===== src/rtl/reg_bank_pkg.sv =====
// Shared constants for the write-back register bank: architectural indices,
// stack-pointer operation codes and the write-source priority order.
package reg_bank_pkg;

    localparam int IDX_ACC = 0;
    localparam int IDX_X   = 1;
    localparam int IDX_Y   = 2;
    localparam int IDX_SP  = 3;
    localparam int IDX_SR  = 4;
    localparam int IDX_BR  = 5;
    localparam int IDX_AUX = 6;

    typedef enum logic [1:0] {
        SP_NONE = 2'b00,
        SP_PUSH = 2'b01,
        SP_POP  = 2'b10,
        SP_RSVD = 2'b11
    } sp_op_e;

    // A larger encoding wins when several sources target the same register.
    typedef enum logic [1:0] {
        SRC_ALU  = 2'd0,
        SRC_IN   = 2'd1,
        SRC_MEM  = 2'd2,
        SRC_XFER = 2'd3
    } src_e;

    localparam int NUM_SRC = 4;

endpackage


===== src/rtl/reg_write_arb.sv =====
// Write arbiter for one bank entry: selects the highest-priority source that
// targets this index and flags when more than one source did.
module reg_write_arb
    import reg_bank_pkg::*;
#(
    parameter int DATA_W = 32,
    parameter int IDX_W  = 3,
    parameter int MY_IDX = 0
) (
    input  logic              alu_we_i,
    input  logic [IDX_W-1:0]  alu_dst_i,
    input  logic [DATA_W-1:0] alu_data_i,
    input  logic              mem_we_i,
    input  logic [IDX_W-1:0]  mem_dst_i,
    input  logic [DATA_W-1:0] mem_data_i,
    input  logic              in_we_i,
    input  logic [IDX_W-1:0]  in_dst_i,
    input  logic [DATA_W-1:0] in_data_i,
    input  logic              xfer_en_i,
    input  logic [IDX_W-1:0]  xfer_dst_i,
    input  logic [DATA_W-1:0] xfer_data_i,
    output logic              wr_en_o,
    output logic [DATA_W-1:0] wr_data_o,
    output logic              conflict_o
);

    localparam logic [IDX_W-1:0] MY = IDX_W'(MY_IDX);

    logic [NUM_SRC-1:0] hit;
    logic [DATA_W-1:0]  src_data [NUM_SRC];

    always_comb begin
        hit                = '0;
        hit[SRC_ALU]       = alu_we_i  && (alu_dst_i  == MY);
        hit[SRC_IN]        = in_we_i   && (in_dst_i   == MY);
        hit[SRC_MEM]       = mem_we_i  && (mem_dst_i  == MY);
        hit[SRC_XFER]      = xfer_en_i && (xfer_dst_i == MY);
        src_data[SRC_ALU]  = alu_data_i;
        src_data[SRC_IN]   = in_data_i;
        src_data[SRC_MEM]  = mem_data_i;
        src_data[SRC_XFER] = xfer_data_i;
        wr_data_o          = '0;
        for (int s = 0; s < NUM_SRC; s++) begin
            if (hit[s]) wr_data_o = src_data[s];
        end
    end

    assign wr_en_o    = |hit;
    assign conflict_o = |(hit & (hit - NUM_SRC'(1)));

endmodule


===== src/rtl/reg_bank_wb.sv =====
// Architectural register bank with merged write-back, SP push/pop with bound
// checks, single-cycle shadow save/restore and sticky error flags.
module reg_bank_wb
    import reg_bank_pkg::*;
#(
    parameter int          DATA_W   = 32,
    parameter int          NUM_REGS = 8,
    parameter int          IDX_W    = $clog2(NUM_REGS),
    parameter int unsigned SP_RESET = 9497,
    parameter int unsigned SP_MIN   = 0,
    parameter int          FLAG_W   = 3,
    parameter int          PFF_BIT  = 3
) (
    input  logic              clock,
    input  logic              reset,
    input  logic              alu_we,
    input  logic [IDX_W-1:0]  alu_dst,
    input  logic [DATA_W-1:0] alu_data,
    input  logic              mem_we,
    input  logic [IDX_W-1:0]  mem_dst,
    input  logic [DATA_W-1:0] mem_data,
    input  logic              in_we,
    input  logic [IDX_W-1:0]  in_dst,
    input  logic [DATA_W-1:0] in_data,
    input  logic              xfer_en,
    input  logic [IDX_W-1:0]  xfer_src,
    input  logic [IDX_W-1:0]  xfer_dst,
    input  logic              sr_flags_we,
    input  logic [FLAG_W-1:0] sr_flags,
    input  logic              proc_finish,
    input  logic              br_clr,
    input  logic [1:0]        sp_op,
    input  logic              ctx_save,
    input  logic              ctx_restore,
    input  logic [IDX_W-1:0]  rd_addr_a,
    input  logic [IDX_W-1:0]  rd_addr_b,
    output logic [DATA_W-1:0] rd_data_a,
    output logic [DATA_W-1:0] rd_data_b,
    output logic [DATA_W-1:0] acc,
    output logic [DATA_W-1:0] sp,
    output logic [DATA_W-1:0] sr,
    output logic              pff,
    output logic              conflict_err,
    output logic              sp_ovf,
    output logic              sp_unf,
    input  logic              err_clr
);

    localparam logic [DATA_W-1:0] SP_TOP = DATA_W'(SP_RESET);
    localparam logic [DATA_W-1:0] SP_BOT = DATA_W'(SP_MIN);

    logic [DATA_W-1:0]   live_q   [NUM_REGS];
    logic [DATA_W-1:0]   live_d   [NUM_REGS];
    logic [DATA_W-1:0]   shadow_q [NUM_REGS];
    logic [DATA_W-1:0]   shadow_d [NUM_REGS];
    logic [DATA_W-1:0]   arb_data [NUM_REGS];
    logic [NUM_REGS-1:0] arb_we;
    logic [NUM_REGS-1:0] arb_conf;
    logic [DATA_W-1:0]   xfer_val;
    logic                conflict_q, conflict_d, conflict_set;
    logic                ovf_q, ovf_d, ovf_set;
    logic                unf_q, unf_d, unf_set;
    sp_op_e              op;

    // Out-of-range addresses match no entry and therefore read as zero.
    function automatic logic [DATA_W-1:0] bank_read(
        input logic [DATA_W-1:0] bank [NUM_REGS],
        input logic [IDX_W-1:0]  addr
    );
        bank_read = '0;
        for (int i = 0; i < NUM_REGS; i++) begin
            if (addr == IDX_W'(i)) bank_read = bank[i];
        end
    endfunction

    assign op        = sp_op_e'(sp_op);
    assign xfer_val  = bank_read(live_q, xfer_src);
    assign rd_data_a = bank_read(live_q, rd_addr_a);
    assign rd_data_b = bank_read(live_q, rd_addr_b);

    for (genvar g = 0; g < NUM_REGS; g++) begin : g_arb
        reg_write_arb #(
            .DATA_W (DATA_W),
            .IDX_W  (IDX_W),
            .MY_IDX (g)
        ) u_arb (
            .alu_we_i    (alu_we),
            .alu_dst_i   (alu_dst),
            .alu_data_i  (alu_data),
            .mem_we_i    (mem_we),
            .mem_dst_i   (mem_dst),
            .mem_data_i  (mem_data),
            .in_we_i     (in_we),
            .in_dst_i    (in_dst),
            .in_data_i   (in_data),
            .xfer_en_i   (xfer_en),
            .xfer_dst_i  (xfer_dst),
            .xfer_data_i (xfer_val),
            .wr_en_o     (arb_we[g]),
            .wr_data_o   (arb_data[g]),
            .conflict_o  (arb_conf[g])
        );
    end

    always_comb begin
        live_d       = live_q;
        shadow_d     = shadow_q;
        conflict_set = |arb_conf;
        ovf_set      = 1'b0;
        unf_set      = 1'b0;

        for (int i = 0; i < NUM_REGS; i++) begin
            if (arb_we[i]) live_d[i] = arb_data[i];
        end

        // A source write to SP drops any stack operation in the same cycle.
        if (op == SP_PUSH || op == SP_POP) begin
            if (arb_we[IDX_SP]) begin
                conflict_set = 1'b1;
            end else if (op == SP_PUSH) begin
                if (live_q[IDX_SP] == SP_BOT) ovf_set = 1'b1;
                else live_d[IDX_SP] = live_q[IDX_SP] - DATA_W'(1);
            end else begin
                if (live_q[IDX_SP] == SP_TOP) unf_set = 1'b1;
                else live_d[IDX_SP] = live_q[IDX_SP] + DATA_W'(1);
            end
        end

        if (!arb_we[IDX_SR] && sr_flags_we) live_d[IDX_SR][FLAG_W-1:0] = sr_flags;
        if (proc_finish) live_d[IDX_SR][PFF_BIT] = 1'b1;
        if (!arb_we[IDX_BR] && br_clr) live_d[IDX_BR] = '0;

        if (ctx_save) shadow_d = live_q;
        // Restore discards every same-cycle request, including their error side effects.
        if (ctx_restore) begin
            live_d       = shadow_q;
            conflict_set = 1'b0;
            ovf_set      = 1'b0;
            unf_set      = 1'b0;
        end

        conflict_d = conflict_set | (conflict_q & ~err_clr);
        ovf_d      = ovf_set      | (ovf_q      & ~err_clr);
        unf_d      = unf_set      | (unf_q      & ~err_clr);
    end

    always_ff @(posedge clock) begin
        if (reset) begin
            for (int i = 0; i < NUM_REGS; i++) begin
                live_q[i]   <= '0;
                shadow_q[i] <= '0;
            end
            live_q[IDX_SP] <= SP_TOP;
            conflict_q     <= 1'b0;
            ovf_q          <= 1'b0;
            unf_q          <= 1'b0;
        end else begin
            live_q     <= live_d;
            shadow_q   <= shadow_d;
            conflict_q <= conflict_d;
            ovf_q      <= ovf_d;
            unf_q      <= unf_d;
        end
    end

    assign acc          = live_q[IDX_ACC];
    assign sp           = live_q[IDX_SP];
    assign sr           = live_q[IDX_SR];
    assign pff          = live_q[IDX_SR][PFF_BIT];
    assign conflict_err = conflict_q;
    assign sp_ovf       = ovf_q;
    assign sp_unf       = unf_q;

endmodule


===== config.mk =====
export PLATFORM = sky130hd
export DESIGN_NAME = reg_bank_wb
export DESIGN_NICKNAME = d
export VERILOG_FILES = /design/src/rtl/reg_bank_pkg.sv /design/src/rtl/reg_write_arb.sv /design/src/rtl/reg_bank_wb.sv
export SDC_FILE = /design/constraint.sdc
export NUM_CORES = 2
export LEC_CHECK = 0
export ABC_CLOCK_PERIOD_IN_PS = 6610
export BUFFER_PORTS_ARGS = -buffer_cell sky130_fd_sc_hd__buf_2
export CAP_MARGIN = 20
export CORE_ASPECT_RATIO = 1.1
export CORE_MARGIN = 1.5
export CORE_UTILIZATION = 29
export CTS_BUF_LIST = sky130_fd_sc_hd__clkbuf_4
export CTS_CLUSTER_SIZE = 12
export DETAILED_ROUTE_END_ITERATION = 10
export GPL_ROUTABILITY_DRIVEN = 0
export MAX_ROUTING_LAYER = met4
export PLACE_DENSITY = 0.44
export SYNTH_ARGS = -nofsm -noshare
export SYNTH_HDL_FRONTEND = slang
export SYNTH_SLANG_ARGS = --single-unit
export TNS_END_PERCENT = 30

===== constraint.sdc =====
create_clock -name clock -period 6.61 [get_ports clock]
set_clock_uncertainty 0.2 [all_clocks]
set_input_delay 0.9915 -clock clock [delete_from_list [all_inputs] [get_ports clock]]
set_output_delay 0.9915 -clock clock [all_outputs]
set_load 0.05 [all_outputs]

==> impl_metrics.tcl <==
set metrics [dict create \
    status "complete, but fails checks" \
    violations "design-rule violations" \
    grt_pass1_wl_um 350000 \
    drc 1 \
    ys_seq_elements 515 \
    synth_seq_area_share 0.287 \
    yosysUniqueCellTypes 85 \
    cpMaxStageDelayCell "dfxtp_1" \
    post-route-period-util 0.732 \
    crit_start "acc[15]" \
    areaGrowthSynthToFinish_pct 12.2 \
    grt_max_degree 158 \
    whs_path_depth 3 \
    reg2reg_slack_ns 2.14 \
    max_cap_violations 0 \
    arrival_ns 3.65 \
    drv_slew 0 \
    wl_met3_um 30800 \
    crit_family "flip-flops" \
    layout_commonest_cell "nor2_1" \
    fp.dieW_um 339 \
    synth_top_area_share 0.287 \
    wirelength_met1_um 89200 \
    static-leakage-power_nw 15.3 \
    synth_flop_cell "dfxtp_1" \
    clockBufferDepth 3 \
    root_buffer "clkbuf_4" \
    avgRoutedWirePerCell_um 39.6 \
    cts_tree "yes" \
    crit_cells 7 \
    synth_nets 4893 \
    postCtsResizedCells 0 \
    firstDrtPassIters 11 \
    p_per_area_nw_per_um2 230 \
    drive_gt1_frac 0.178 \
    antenna_found_initial 63 \
    fmax_mhz 207 \
    total_power_w 0.00928 \
    worst_pin_slew_ns 1.48 \
    worstSetupPathType "flip-flop to output pin" \
    vias 43400 \
    routed_wl_um 258000 \
    fp-row-count 135 \
    nFillCells 13300 \
    cts_setup_buffers 0 \
    grt.total_usage 0.411 \
    post-route-util 0.328 \
    die_h_um 372 \
    num-nets-final 4836 \
    finalCriticalPeriod_ns 4.84 \
    holdBufCountCts 2 \
    rsz0062_at_grt "no" \
    place.port_buffers 297 \
    pin_count 298 \
    grt_pass1_vias 39900 \
    routed.top_layer "met4" \
    dp_hpwl_um 181000 \
    fin_ws_ns 1.77 \
    syn_area_um2 36000 \
    final_cell_mix "nor2_1 (698), dfxtp_1 (515), nand2_1 (357)" \
    critical_path.max_fanout 6 \
    path_cells "mux2i_1 > o2bb2ai_1 > a22oi_1 > o211ai_1 > o21ai_0 > o211ai_1 > buf_2" \
    slew_headroom 0.0119 \
    cp-start-kind "flip-flop" \
    design.core.area_um2 123000 \
    worst-path-buf-inv 1 \
    clock_latency_ns 1.19 \
    r2r_start "sp[1]" \
    cts.sinks 515 \
    setup_tns_ns 0 \
    dr.first_iter.drc_count 7159 \
    slowest_delay_ns 1.09 \
    cp_common_cell "o211ai_1" \
    initial_utilization 0.292 \
    synth-async-reset-ratio 0 \
    hold_path.class "input pin to flip-flop" \
    drtAntennaViolNets 0 \
    route.met2.wl_um 110000 \
    hold_slack_ns 0.0890 \
    die_area_um2 126000 \
    h-tree-depth 4 \
    syn_inst 4755 \
    yosysTopAreaCell "dfxtp_1" \
    vias_per_cell 6.65 \
    yosys_warnings 0 \
    overflow 0 \
    crit_path_end "rd_data_a[15]" \
    hold_viol 0 \
    crit_path_end_kind "output pin" \
    post-place-ws_ns 1.86 \
    clkSlewWorstSetupHoldPaths_ns 0.07 \
    ir_worst_vdd_mv 0.177 \
    final-setup-viol-count 0 \
    syn_area_per_cell_um2 7.57 \
    cp.required_ns 5.42 \
    synth_edf_count 0 \
    worst_r2r_path_depth 8 \
    numCtsBuffers 157 \
    synth_area_leaders "dfxtp_1 (29%), mux2i_1 (9.5%), nor2_1 (7.3%), a221oi_1 (6.6%), clkbuf_1 (4.6%)" \
    reg2reg_to "sp[26]" \
]
## metrics by stage
stage	instances	instance area, um2
5_1_grt	6509	40300
6_report	6521	40400
4_1_cts	6436	40000
3_5_place_dp	6168	38100
3_3_place_gp	6165	38000
2_1_floorplan	4755	36000
## registers in the layout (all words and copies together), names as in the netlist
name,cells
conflict_err,1
sr,32
sp_unf,1
sp,32
live_q,160
acc,32
sp_ovf,1
shadow_q,256
## cell usage after synthesis, drive strengths merged, types with 15 or more instances
| cell | number |
|---|---|
| a221o | 19 |
| o211ai | 83 |
| a22oi | 134 |
| nor3 | 214 |
| a221oi | 272 |
| dfxtp | 515 |
| mux2 | 30 |
| mux2i | 340 |
| clkbuf | 461 |
| o22ai | 70 |
| and4b | 15 |
| o21ai | 258 |
| inv | 46 |
| nand2 | 357 |
| o2bb2ai | 29 |
| nor2 | 704 |
| o31ai | 35 |
| a22o | 21 |
| mux4 | 32 |
| a211oi | 133 |
| buf | 242 |
| nand4 | 26 |
| nand3 | 44 |
| a2111oi | 34 |
| or3 | 41 |
| o221ai | 58 |
| a21oi | 245 |
| nor4 | 29 |
| a31oi | 25 |
## routing by layer
layer  vias to the layer above  track usage
li1                      17800            -
met1                     21100        0.431
met2                      3376        0.598
met3                      1122        0.170
met4                         0        0.357
met5                         -            -
## worst min-delay path, delay by kind of cell
kind | cells | cell delay, ns
compound gates | 2 | 0.27
buf+inv | 1 | 0.18
## worst min-delay path by stage
stage               to     startpoint  slack, ns
2_1_floorplan  acc[16]  shadow_q[240]       0.22
6_report         sr[1]    sr_flags_we       0.09
3_5_place_dp    sr[12]  shadow_q[108]       0.24
4_1_cts          sr[1]    sr_flags_we       0.02
5_1_grt          sr[1]    sr_flags_we       0.06
3_3_place_gp    sr[22]  shadow_q[118]       0.24
## power by group
group | internal [W] | switching [W] | leakage, nW
Clock | 0.00157 | 0.00164 | 1.13
Sequential | 0.00325 | 0.000383 | 4.20
Combinational | 0.000654 | 0.00180 | 9.93
## logic make-up after synthesis
| logic type | count (synthesis) | synth area share |
|---|---|---|
| buffers and inverters | 752 | 0.0920 |
| AND/OR/NAND/NOR | 1552 | 0.195 |
| adder cells (fa/ha/maj) | 4 | 0.00139 |
| flip-flops | 515 | 0.287 |
| XOR/XNOR | 5 | 0.00122 |
| AO/OA/AOI/OAI | 1525 | 0.300 |
| multiplexers | 402 | 0.124 |
## cell type report
type	instances	area [um2]	share of cell area
flip-flops and latches	515	10300	0.255
inverters	49	189	0.00468
diodes	72	180	0.00446
multi-input cells	3488	22600	0.561
repair buffers	487	3090	0.0765
clock buffers	219	1640	0.0407
well taps	1644	2060	0.0510
clock inverters	47	254	0.00629
No activity file was read; power rests on OpenSTA's default activity.
